==> src/rtl/reg_scoreboard_pkg.sv <==
// Shared definitions for the register scoreboard and its neighbours.
//
// Contents:
//   NREG, AW, CNTW    architectural register count, index width, counter width
//   CNT_MAX           largest number of in-flight writers per register
//   TOTW              width of the total in-flight writer count
//   REG_ZERO          index of the hardwired-zero register (never tracked)
//   reg_evt_t         {valid, rd} event pair shared with the forwarding and
//                     hazard blocks
//   evt_hits()        true when an event targets a given tracked register
package reg_scoreboard_pkg;

  localparam int NREG    = 32;
  localparam int AW      = 5;
  localparam int CNTW    = 2;
  localparam int CNT_MAX = (1 << CNTW) - 1;
  localparam int TOTW    = $clog2((NREG - 1) * CNT_MAX + 1);

  localparam logic [AW-1:0] REG_ZERO = '0;

  typedef logic [AW-1:0] reg_idx_t;

  typedef struct packed {
    logic     valid;
    reg_idx_t rd;
  } reg_evt_t;

  // x0 is never a real destination, so an event naming it hits nothing.
  function automatic logic evt_hits(reg_evt_t evt, reg_idx_t r);
    return evt.valid && (evt.rd == r) && (r != REG_ZERO);
  endfunction

endpackage

==> src/rtl/sb_counter.sv <==
// One per-register in-flight writer counter.
//
// Ports:
//   clk_i, rst_ni   clock, asynchronous active-low reset
//   inc_i           a new writer of this register is accepted this cycle
//   dec1_i          a writer of this register retires this cycle
//   dec2_i          a writer of this register is squashed this cycle
//   eff_o           count after this cycle's retire/squash, floored at 0
//   taken_o         how many of this cycle's decrements were really applied
//   underflow_o     decrements exceed the stored count
//
// eff_o must not depend on inc_i: the top derives stall (and hence inc_i)
// from eff_o, so the effective value and the next-state value are kept in
// separate combinational processes.
module sb_counter #(
  parameter int CNTW = 2
) (
  input  logic            clk_i,
  input  logic            rst_ni,
  input  logic            inc_i,
  input  logic            dec1_i,
  input  logic            dec2_i,
  output logic [CNTW-1:0] eff_o,
  output logic [CNTW-1:0] taken_o,
  output logic            underflow_o
);

  localparam logic [CNTW-1:0] MAX = '1;

  logic [CNTW-1:0] cnt_q, cnt_d;
  logic [CNTW:0]   dec_x;

  // Effective count: stored value minus same-cycle retire and squash.
  always_comb begin
    dec_x       = {{CNTW{1'b0}}, dec1_i} + {{CNTW{1'b0}}, dec2_i};
    underflow_o = (dec_x > {1'b0, cnt_q});
    // With no underflow dec_x fits in CNTW bits, so truncation is exact.
    eff_o       = underflow_o ? '0 : (cnt_q - dec_x[CNTW-1:0]);
    taken_o     = cnt_q - eff_o;
  end

  // Next state: add the accepted issue; saturate rather than wrap.
  always_comb begin
    cnt_d = eff_o;
    if (inc_i && (eff_o != MAX)) begin
      cnt_d = eff_o + CNTW'(1);
    end
  end

  always_ff @(posedge clk_i or negedge rst_ni) begin
    if (!rst_ni) begin
      cnt_q <= '0;
    end else begin
      cnt_q <= cnt_d;
    end
  end

endmodule

==> src/rtl/reg_scoreboard.sv <==
// Producer-side register hazard tracker sitting at ID.
//
// Counts in-flight writers per architectural register (x0 excluded), stalls
// issue while a source has an unretired writer or the destination counter is
// full, and reports when the pipeline holds no writers at all.
//
// Ports:
//   clk, rst                  clock, asynchronous active-low reset
//   issue_valid/regw/rd       presented instruction and its destination
//   issue_use_rs1/rs2, rs1/2  presented instruction's sources
//   wb_regw, wb_rd            retiring write at MEM/WB
//   sq_valid, sq_rd           one squashed in-flight writer
//   stall                     hold ID, do not issue
//   busy_rs1, busy_rs2        source has an outstanding writer after this
//                             cycle's retire/squash
//   idle                      no writers in flight
//   err                       sticky: a retire/squash found a zero counter
//
// Issue handshake: issue_valid is the offer and !stall is the ready. An
// instruction is accepted (and its destination counted) on a rising edge
// where issue_valid=1 and stall=0; while stall=1 the producer keeps the same
// instruction presented. stall depends combinationally on issue_* but never
// on anything registered downstream of the acceptance.
//
// The register file is write-first, so a retire in the same cycle as a
// dependent issue already resolves the hazard: every check uses the
// effective count after that cycle's retire and squash.
module reg_scoreboard
  import reg_scoreboard_pkg::*;
(
  input  logic          clk,
  input  logic          rst,
  input  logic          issue_valid,
  input  logic          issue_regw,
  input  logic [AW-1:0] issue_rd,
  input  logic          issue_use_rs1,
  input  logic          issue_use_rs2,
  input  logic [AW-1:0] issue_rs1,
  input  logic [AW-1:0] issue_rs2,
  input  logic          wb_regw,
  input  logic [AW-1:0] wb_rd,
  input  logic          sq_valid,
  input  logic [AW-1:0] sq_rd,
  output logic          stall,
  output logic          busy_rs1,
  output logic          busy_rs2,
  output logic          idle,
  output logic          err
);

  localparam logic [CNTW-1:0] FULL = CNTW'(CNT_MAX);

  reg_evt_t wb_evt, sq_evt;

  logic [CNTW-1:0] eff_w   [NREG];
  logic [CNTW-1:0] taken_w [NREG];
  logic [NREG-1:0] unf_w;
  logic [NREG-1:0] inc_w, dec1_w, dec2_w;

  logic            full;
  logic            accept;
  logic            inc_any;
  logic [TOTW-1:0] dec_total;
  logic [TOTW-1:0] total_q, total_d;
  logic            err_q, err_d;

  assign wb_evt = '{valid: wb_regw,  rd: wb_rd};
  assign sq_evt = '{valid: sq_valid, rd: sq_rd};

  // x0 has no counter; it reads as permanently empty.
  assign eff_w[0]   = '0;
  assign taken_w[0] = '0;
  assign unf_w[0]   = 1'b0;

  // Retire/squash decode, independent of the issue side.
  always_comb begin
    dec1_w = '0;
    dec2_w = '0;
    for (int r = 1; r < NREG; r++) begin
      dec1_w[r] = evt_hits(wb_evt, reg_idx_t'(r));
      dec2_w[r] = evt_hits(sq_evt, reg_idx_t'(r));
    end
  end

  for (genvar g = 1; g < NREG; g++) begin : g_cnt
    sb_counter #(.CNTW(CNTW)) u_cnt (
      .clk_i       (clk),
      .rst_ni      (rst),
      .inc_i       (inc_w[g]),
      .dec1_i      (dec1_w[g]),
      .dec2_i      (dec2_w[g]),
      .eff_o       (eff_w[g]),
      .taken_o     (taken_w[g]),
      .underflow_o (unf_w[g])
    );
  end

  // Hazard checks against the effective counts.
  always_comb begin
    busy_rs1 = issue_use_rs1 && (issue_rs1 != REG_ZERO) && (eff_w[issue_rs1] != '0);
    busy_rs2 = issue_use_rs2 && (issue_rs2 != REG_ZERO) && (eff_w[issue_rs2] != '0);
    full     = issue_regw && (issue_rd != REG_ZERO) && (eff_w[issue_rd] == FULL);
    stall    = issue_valid && (busy_rs1 || busy_rs2 || full);
    accept   = issue_valid && !stall;
    inc_any  = accept && issue_regw && (issue_rd != REG_ZERO);
  end

  always_comb begin
    inc_w = '0;
    for (int r = 1; r < NREG; r++) begin
      inc_w[r] = inc_any && (issue_rd == reg_idx_t'(r));
    end
  end

  // Only the applied decrements leave the total. When retire and squash
  // name the same register, taken_w of that register already covers both.
  always_comb begin
    dec_total = '0;
    if (wb_regw) begin
      dec_total = TOTW'(taken_w[wb_rd]);
    end
    if (sq_valid && !(wb_regw && (wb_rd == sq_rd))) begin
      dec_total = dec_total + TOTW'(taken_w[sq_rd]);
    end
    total_d = total_q + TOTW'(inc_any) - dec_total;
    err_d   = err_q || (|unf_w);
  end

  always_ff @(posedge clk or negedge rst) begin
    if (!rst) begin
      total_q <= '0;
      err_q   <= 1'b0;
    end else begin
      total_q <= total_d;
      err_q   <= err_d;
    end
  end

  assign idle = (total_q == '0);
  assign err  = err_q;

endmodule

==> config.mk <==
export PLATFORM = sky130hd
export DESIGN_NAME = reg_scoreboard
export DESIGN_NICKNAME = d
export VERILOG_FILES = /design/src/rtl/reg_scoreboard_pkg.sv /design/src/rtl/sb_counter.sv /design/src/rtl/reg_scoreboard.sv
export SDC_FILE = /design/constraint.sdc
export NUM_CORES = 1
export LEC_CHECK = 0
export CAP_MARGIN = 20
export CORE_MARGIN = 10
export CORE_UTILIZATION = 40
export DETAILED_ROUTE_END_ITERATION = 8
export SYNTH_ARGS = -nofsm -noshare
export SYNTH_HDL_FRONTEND = slang
export SYNTH_SLANG_ARGS = --single-unit
==> constraint.sdc <==
create_clock -name clk -period 6 [get_ports clk]
set_input_delay 0.9 -clock clk [delete_from_list [all_inputs] [get_ports clk]]
set_output_delay 0.9 -clock clk [all_outputs]
set_load 0.05 [all_outputs]
==> impl_results.md, run 1 <==
- Post-synth top area share: 16.1%
- Total power: approximately 6.3 mW
- Post-synth EDFFs: 0
- Area grow syn2layout: 51.1%
- Number of CTS-inserted buffers: 9
- Pre-Repair DR Iteration Count: 6
- Commonest cells after routing, fill and taps aside: 544 x buf_4, 145 x inv_1, 131 x nor2_1
- Core ar.: 31600 µm²
- CTS tree: built
- DPL Wire Length: roughly 43000 µm
- Final worst slack: -0.0184 ns
- Placer Congestion: 1.05
- N_diodes: 0
- Commonest non-fill, non-tap cell in the layout: buf_4
- Sequential area share after synthesis: 13.6%
- Max-Cap Viols: 0
- Setup CP Type: in -> reg
- Port Buffers: 37
- CP endpoint kind: flop
- Final TNS setup: -0.0264 ns
- Unrepaired setup endpoints after global routing: yes
- Die Footprint: between 30000 and 40000 µm²
- Most area-hungry cell type in the Yosys netlist: ha_1
- WL per Instance: between 20 and 25 µm
- Pin count of the biggest net entering global routing: 70
- Skew-Pair Late Insertion Delay: 0.38 ns
- Worst min-delay path class: in -> async
- Clock Skews: between 0.015 and 0.02 ns
- Residual DRC count: 0
- Asr flop ratio synth: between 90% and 100%
- Worst EP required: 6.29 ns
- Vias in the first global route: approximately 15000
- Global route overflow: 0
- IO Count: 38
- Run status: finished, violations left
- Synth area leaders: ha_1 16%, dfrtp_1 14%, xnor2_1 5.7%, nor2_1 4.9%, inv_1 4.4%
- # rows: 65
- DRT iter0 DRCs: between 1000 and 1500
- CP arrival: roughly 6.3 ns
- Yosys cell types: between 80 and 90
- Final Slew Violations: 0
- Die Span Y: 199 µm
- Tcrit/Tclk final: 100%
- Failing checks: negative setup slack
- H-Tree Depth: 3
- Global-route wire length before repair: slightly above 80000 µm
- Endpoints failing hold: 0
- Slew margin rel.: approximately 28%
- Nets: about 2400
- WL final: about 55000 µm
- Die Wd: 199 µm
- Filler cell count: approximately 2700
- Starting Density: between 40% and 50%
- Clock Root Buffer: clkbuf_16
- Total Routing Usage GR: between 20% and 30%
- Max Root-Sink Buffers: 2
- Leak pwr: 8.90 nW
- Fmax: ~0.17 GHz
- CP max FO: 5
- Final setup violation count: 2
- Non-filler cells in the finished layout: about 2600
- Netlist Area Pre-Place: between 10000 and 15000 µm²
- Pwr per Cell Area: around 330 nW/µm²
- CP delay by family, top: adder cells
- Total number of vias: between 15000 and 20000
- Slowest CP cell: mux4_2
- Worst-Margin Slew: between 1 and 1.5 ns
- CP Launch Type: input pin
- Clock transition at path regs: roughly 0.06 ns
- Minimum clock period: ~6.0 ns
- Num Clock Sinks: 70
- Cells after Synth: between 1500 and 2000
- Max incr delay on CP: between 0.4 and 0.5 ns
- Max rail drop VDD: between 0.15 and 0.2 mV
- Ys Warns: 0
- Most frequent CP cell: buf_6
- Initial antenna violation count: 2
- Critical path buffers and inverters: 4
- Mean Syn Cell Area: a little under 8 µm²
- Dpl cells: roughly 2500
- Top FF cell, synth: dfrtp_1
- Post-Syn Nets: 1870
- Via density per instance: about 6
- Antenna Nets Post-Route: 0
- #FFs+latches synth: 70
- Share of layout cells above drive strength 1: 40.2%
==> stage by stage <==
step | area (µm²) | setup slack (ns) | hold slack, ns | util (%)
after floorplan | 13100 | 0.00198 | 0.567 | -
after global placement | 17500 | -0.828 | 0.506 | 55.2
after detailed placement | 17500 | -0.902 | 0.523 | 55.2
after CTS | 18900 | -0.00111 | 0.303 | 59.8
after global routing | 19500 | -0.276 | 0.307 | 61.6
final | 19500 | -0.0184 | 0.306 | 61.6
==> cells by family after synthesis <==
group	count (synthesis)	share of synthesized area (%)
mux	76	8.07
flops	70	13.6
xor+xnor	104	7.07
simple gates	613	25.7
compound gates	385	21.4
fa+ha+maj	168	16.4
buf+inv	253	7.76
==> cell type report <==
| cell class | count | area [µm²] | share of cell area (%) |
|---|---|---|---|
| inverters | 154 | 581 | 2.98 |
| flip-flops and latches | 70 | 1750 | 9.00 |
| clock buffers | 9 | 225 | 1.16 |
| clock inverters | 7 | 72.6 | 0.373 |
| repair buffers | 607 | 4840 | 24.9 |
| multi-input cells | 1346 | 11500 | 59.1 |
| well taps | 402 | 503 | 2.58 |
==> power by group <==
part	leakage, nW	internal, mW	switching, mW	total (mW)
logic	7.87	2.50	2.51	5.00
clock network	0.142	0.324	0.276	0.601
registers	0.887	0.629	0.101	0.731
==> registers in the layout, indices dropped and copies added (netlist names) <==
name	cells
g_cnt.u_cnt.cnt_q	62
err	1
total_q	7
==> per-layer routing <==
layer | vias to the layer above | part of all wire, % | global-route usage (%)
li1 | 7150 | - | -
met4 | 4 | 6.5 | 16.6
met1 | 7383 | 39 | 31.6
met2 | 641 | 47 | 44.3
met5 | - | 0.044 | 0
met3 | 174 | 7.8 | 5.21
==> path summary, 6_finish.rpt <==
kind,startpoint,end,slack [ns],cells past startpoint
max reg2reg,g_cnt[5].u_cnt.cnt_q[0],total_q[5],1.04,20
min reg2reg,err,err,0.54,2
min,rst,g_cnt[1].u_cnt.cnt_q[0],0.31,1
max in group asynchronous,rst,g_cnt[16].u_cnt.cnt_q[1],4.84,3
max,wb_rd[0],total_q[5],-0.02,26
min in group clk,err,err,0.54,2
==> timing repair <==
item,4_1_cts,5_1_grt
resized for setup,194,98
endpoints found under the setup margin,9,6
hold buffers,0,0
pin swaps,87,60
setup buffers,32,17
==> cell usage after synthesis (44+ instances only) <==
cell type and count:
nor2_1 167, ha_1 166, inv_1 152, nand2_1 86, xnor2_1 84, clkbuf_1 76
dfrtp_1 70, nor3_1 69, a21oi_1 67, nor2b_1 66, o21ai_0 57, o211ai_1 50
nand3_1 44
No activity file was read; power rests on OpenSTA's default activity.
==> run 2: changes to the inputs <==
--- a/config.mk
+++ b/config.mk
@@ -7,8 +7,9 @@
 export LEC_CHECK = 0
 export CAP_MARGIN = 20
 export CORE_MARGIN = 10
-export CORE_UTILIZATION = 40
+export CORE_UTILIZATION = 65
 export DETAILED_ROUTE_END_ITERATION = 8
+export PLACE_DENSITY = 0.84
 export SYNTH_ARGS = -nofsm -noshare
 export SYNTH_HDL_FRONTEND = slang
 export SYNTH_SLANG_ARGS = --single-unit
==> run 2 against run 1 <==
Net effect: the run now fails in global routing; synthesized cell count unchanged; area after synthesis unchanged.
==> impl_results.md, run 2 <==
- Most frequent cell after synthesis: nor2_1
- H-Tree Depth: 3 (unchanged)
- Post-Syn Nets: 1870 (unchanged)
- Cells after Synth: 1669 (unchanged)
- Clock Root Buffer: clkbuf_16
- Vias in the first global route: between 20000 and 25000
- Post-synth top area share: 16.1% (unchanged)
- Exit stage: global routing
- Most area-hungry cell type in the Yosys netlist: ha_1
- #FFs+latches synth: 70 (unchanged)
- Total Routing Usage GR: between 70 and 80%
- Placer Congestion: 1.17 (+11%)
- Global-route wire length before repair: 145000 µm
- Port Buffers: 37 (unchanged)
- Number of CTS-inserted buffers: 9 (unchanged)
- First Err: [ERROR GRT-0116] Global routing finished with congestion. Check the congestion regions in the DRC Viewer.
- Commonest cells post-synth: 167 x nor2_1, 166 x ha_1, 152 x inv_1
- Die Wd: 161 µm (-19%)
- IO Count: 38 (unchanged)
- Netlist Area Pre-Place: 12900 µm² (unchanged)
- Top FF cell, synth: dfrtp_1
- Pin count of the biggest net entering global routing: 71
- Starting Density: 66.2% (+25 points)
- Global route overflow: 18
- # rows: 51 (-22%)
- Max Root-Sink Buffers: 2 (unchanged)
- Post-synth EDFFs: 0 (unchanged)
- Sequential area share after synthesis: 13.6% (unchanged)
- DPL Wire Length: 45500 µm (+5.3%)
- Mean Syn Cell Area: 7.72 µm² (unchanged)
- Num Clock Sinks: 70 (unchanged)
- Ys Warns: 0 (unchanged)
- Die Span Y: 161 µm (-19%)
- Asr flop ratio synth: 100% (unchanged)
- Yosys cell types: 89 (unchanged)
- Synth area leaders: ha_1 16%, dfrtp_1 14%, xnor2_1 5.7%, nor2_1 4.9%, inv_1 4.4%
- Dpl cells: 2354 (-7.0%)
- Run status: did not finish
[run 2: logic make-up after synthesis]
family          share of synthesized area [%]
fa+ha+maj                                16.4
buf+inv                                  7.76
compound gates                           21.4
flops                                    13.6
mux                                      8.07
simple gates                             25.7
xor+xnor                                 7.07
[run 2: metrics by stage]
step	TNS, ns	area [µm²]	util (%)	hold WS [ns]	setup WS [ns]
floorplan	0	13100	-	0.567	0.00198
global placement	-7.60	16900	87.1	0.495	-0.759
detailed placement	-13.90	16900	87.1	0.538	-0.905
CTS	0	18000	92.7	0.552	0.000815
[run 2: layer usage]
metal	GRT overflow	GRT usage [%]
met1	0	69.3
met2	11	83.1
met3	0	66.4
met4	7	71.3
met5	0	54.4
[run 2: timing repair]
action / in CTS
gates cloned: 1
hold buffers: 0
gates resized for setup: 186
setup buffers: 20
setup endpoints to repair: 32
pin swaps: 45
==> run 3: changes to the inputs <==
--- a/config.mk
+++ b/config.mk
@@ -7,9 +7,9 @@
 export LEC_CHECK = 0
 export CAP_MARGIN = 20
 export CORE_MARGIN = 10
-export CORE_UTILIZATION = 65
+export CORE_UTILIZATION = 40
 export DETAILED_ROUTE_END_ITERATION = 8
-export PLACE_DENSITY = 0.84
+export PLACE_DENSITY_LB_ADDON = 0.15
 export SYNTH_ARGS = -nofsm -noshare
 export SYNTH_HDL_FRONTEND = slang
 export SYNTH_SLANG_ARGS = --single-unit
==> run 3 against run 2 <==
Net effect: the flow now finishes without violations.
==> impl_results.md, run 3 (synthesis gave the netlist of run 1 again) <==
- Port Buffers: 37 (unchanged)
- Die Span Y: 199 µm (+24%)
- FF-to-FF End: total_q[5]
- Final Slew Violations: 0
- P_int: approximately 3.5 mW
- Max rail drop VDD: between 0.15 and 0.2 mV
- Clock transition at path regs: roughly 0.070 ns
- Die Wd: 199 µm (+24%)
- Worst R2R Start: g_cnt[4].u_cnt.cnt_q[0]
- Post-CTS Hold Buffers: 0 (unchanged)
- Global-route wire length before repair: roughly 84000 µm
- Comb power frac: roughly 80%
- Place WS: -0.978 ns (-0.0738 ns)
- Antenna Nets Post-Route: 0
- Max incr delay on CP: 0.49 ns
- Max reg flops: between 60 and 70
- Slew margin rel.: between 30% and 40%
- Initial antenna violation count: 0
- Global route overflow: 0
- Final setup violation count: 0
- Share of layout cells above drive strength 1: between 30% and 40%
- Reg power frac: between 10% and 20%
- Worst EP required: around 6.3 ns
- N_diodes: 0
- Nets: about 2400
- Total number of vias: 15100
- Placer Congestion: 1.00 (-14%)
- WL final: 55600 µm
- Worst min-delay path class: in -> async
- Core ar.: about 32000 µm²
- Pre-Repair DR Iteration Count: 6
- Commonest non-fill, non-tap cell in the layout: buf_4
- Flop2flop setup slack: just over 0.9 ns
- Worst reg-to-reg path cell count: 20
- DPL Wire Length: 45100 µm (-0.81%)
- Commonest cells after routing, fill and taps aside: 567 x buf_4, 146 x inv_1, 139 x nor2_1
- Die Footprint: 39800 µm²
- Total Routing Usage GR: between 20% and 30%
- Final Core Density: between 60% and 70%
- Clock Skews: between 0.01 and 0.015 ns
- Num Clock Sinks: 70 (unchanged)
- Worst-Margin Slew: about 1 ns
- IO Count: 38 (unchanged)
- Biggest register: g_cnt.u_cnt.cnt_q
- Number of CTS-inserted buffers: 9 (unchanged)
- CP max FO: 6
- Filler cell count: around 2800
- Run status: completed
- WL per Instance: ~21 µm
- # rows: 65 (+27%)
- H-Tree Depth: 3 (unchanged)
- CP endpoint kind: flop
- Switching portion of total power: a little under half
- Via density per instance: slightly below 6
- Unrepaired setup endpoints after global routing: yes
- Starting Density: 40.7% (-25 points)
- Area grow syn2layout: 50.0%
- Slowest CP cell: mux4_2
- Cell area after layout: 19300 µm²
- Fmax: about 0.17 GHz
- Max Root-Sink Buffers: 2 (unchanged)
- Cell Chain, Critical Path: buf_8 > buf_6 > or3_4 > nor2_4 > ha_4 > ha_4 > or3_4 > nor2_4 > xor2_2 > xnor2_2 > mux4_2 > a221oi_2 > o211ai_1 > nand3_1 > fa_1 > and3_1 > a31oi_1 > ha_1 > ha_1 > a21o_1 > a21oi_2 > o21bai_1 > a21oi_2 > xor2_1
- Leak pwr: ~8.9 nW
- Endpoints failing hold: 0
- Clock Root Buffer: clkbuf_16
- CP Launch Type: input pin
- Post-DP Area: 17600 µm² (+3.7%)
- Minimum clock period: approximately 6.0 ns
- Final worst slack: roughly 0.0076 ns
- CP arrival: about 6.3 ns
- CP endpoint: total_q[5]
- Residual DRC count: 0
- CTS tree: built
- P_sw: 2.89 mW
- Max-Cap Viols: 0
- Pin count of the biggest net entering global routing: 38
- Tcrit/Tclk final: 99.9%
- Skew-Pair Late Insertion Delay: between 0.3 and 0.4 ns
- Vias in the first global route: between 10000 and 15000
- Clock Power Share: between 10% and 20%
- Crit path from: wb_rd[4]
- DRT iter0 DRCs: ~1400
- Setup CP Type: in -> reg
- Pwr per Cell Area: between 300 and 400 nW/µm²
## run 3: layer usage
layer  vias to the layer above  wire [µm]  share of wire (%)  GRT usage [%]
met2                       541      25900                 47           45.7
li1                       7145          -                  -              -
met3                       122       3640                6.5           4.39
met1                      7254      23300                 42           34.1
met5                         -          0                  0              0
met4                         0       2760                5.0           13.0
## run 3: stage by stage
| stage | total power, mW | setup TNS, ns | hold WS [ns] | std cells |
|---|---|---|---|---|
| global placement | 5.21 | -19.53 | 0.501 | 2546 |
| finish | 6.41 | 0 | 0.497 | 2604 |
| global route | 6.79 | -0.376 | 0.526 | 2604 |
| CTS | 6.21 | 0 | 0.517 | 2588 |
| floorplan | 3.10 | 0 | 0.567 | 1669 |
| detailed placement | 5.27 | -8.97 | 0.505 | 2548 |
## run 3: critical path: cells and delay by family
family	cells	cell delay, ns
compound gates	7	1.26
xor+xnor	3	0.51
fa+ha+maj	5	1.49
buf+inv	2	0.22
mux	1	0.49
simple gates	6	1.41
## run 3: layout make-up
class                   instances  area, µm²  area share, %
inverters                     154        588           3.04
repair buffers                616       4840           25.1
flip-flops and latches         70       1750           9.07
well taps                     402        503           2.60
clock inverters                 7        123          0.635
multi-input cells            1346      11300           58.4
clock buffers                   9        225           1.17
## run 3: power by group through the flow
stage               Sequential, mW  Combinational [mW]  Clock [mW]
floorplan                    0.705                2.39           0
global placement             0.730                4.48           0
detailed placement           0.734                4.53           0
CTS                          0.729                4.78       0.695
global route                 0.753                5.33       0.706
finish                       0.734                4.99       0.685
## run 3: what timing repair did
action                                  CTS  global route
endpoints found under the setup margin    9             5
resized for setup                       168           102
buffers inserted                         25            21
cloned                                    0             0
pin swaps                                47            71
## run 3: worst min-delay path by stage
stage | depth (start not counted) | to | slack [ns] | startpoint
after floorplan | 2 | total_q[6] | 0.57 | total_q[6]
after global placement | 2 | err | 0.50 | err
after detailed placement | 2 | err | 0.50 | err
after CTS | 1 | g_cnt[6].u_cnt.cnt_q[1] | 0.52 | rst
after global routing | 1 | g_cnt[6].u_cnt.cnt_q[1] | 0.53 | rst
final | 1 | g_cnt[6].u_cnt.cnt_q[1] | 0.50 | rst
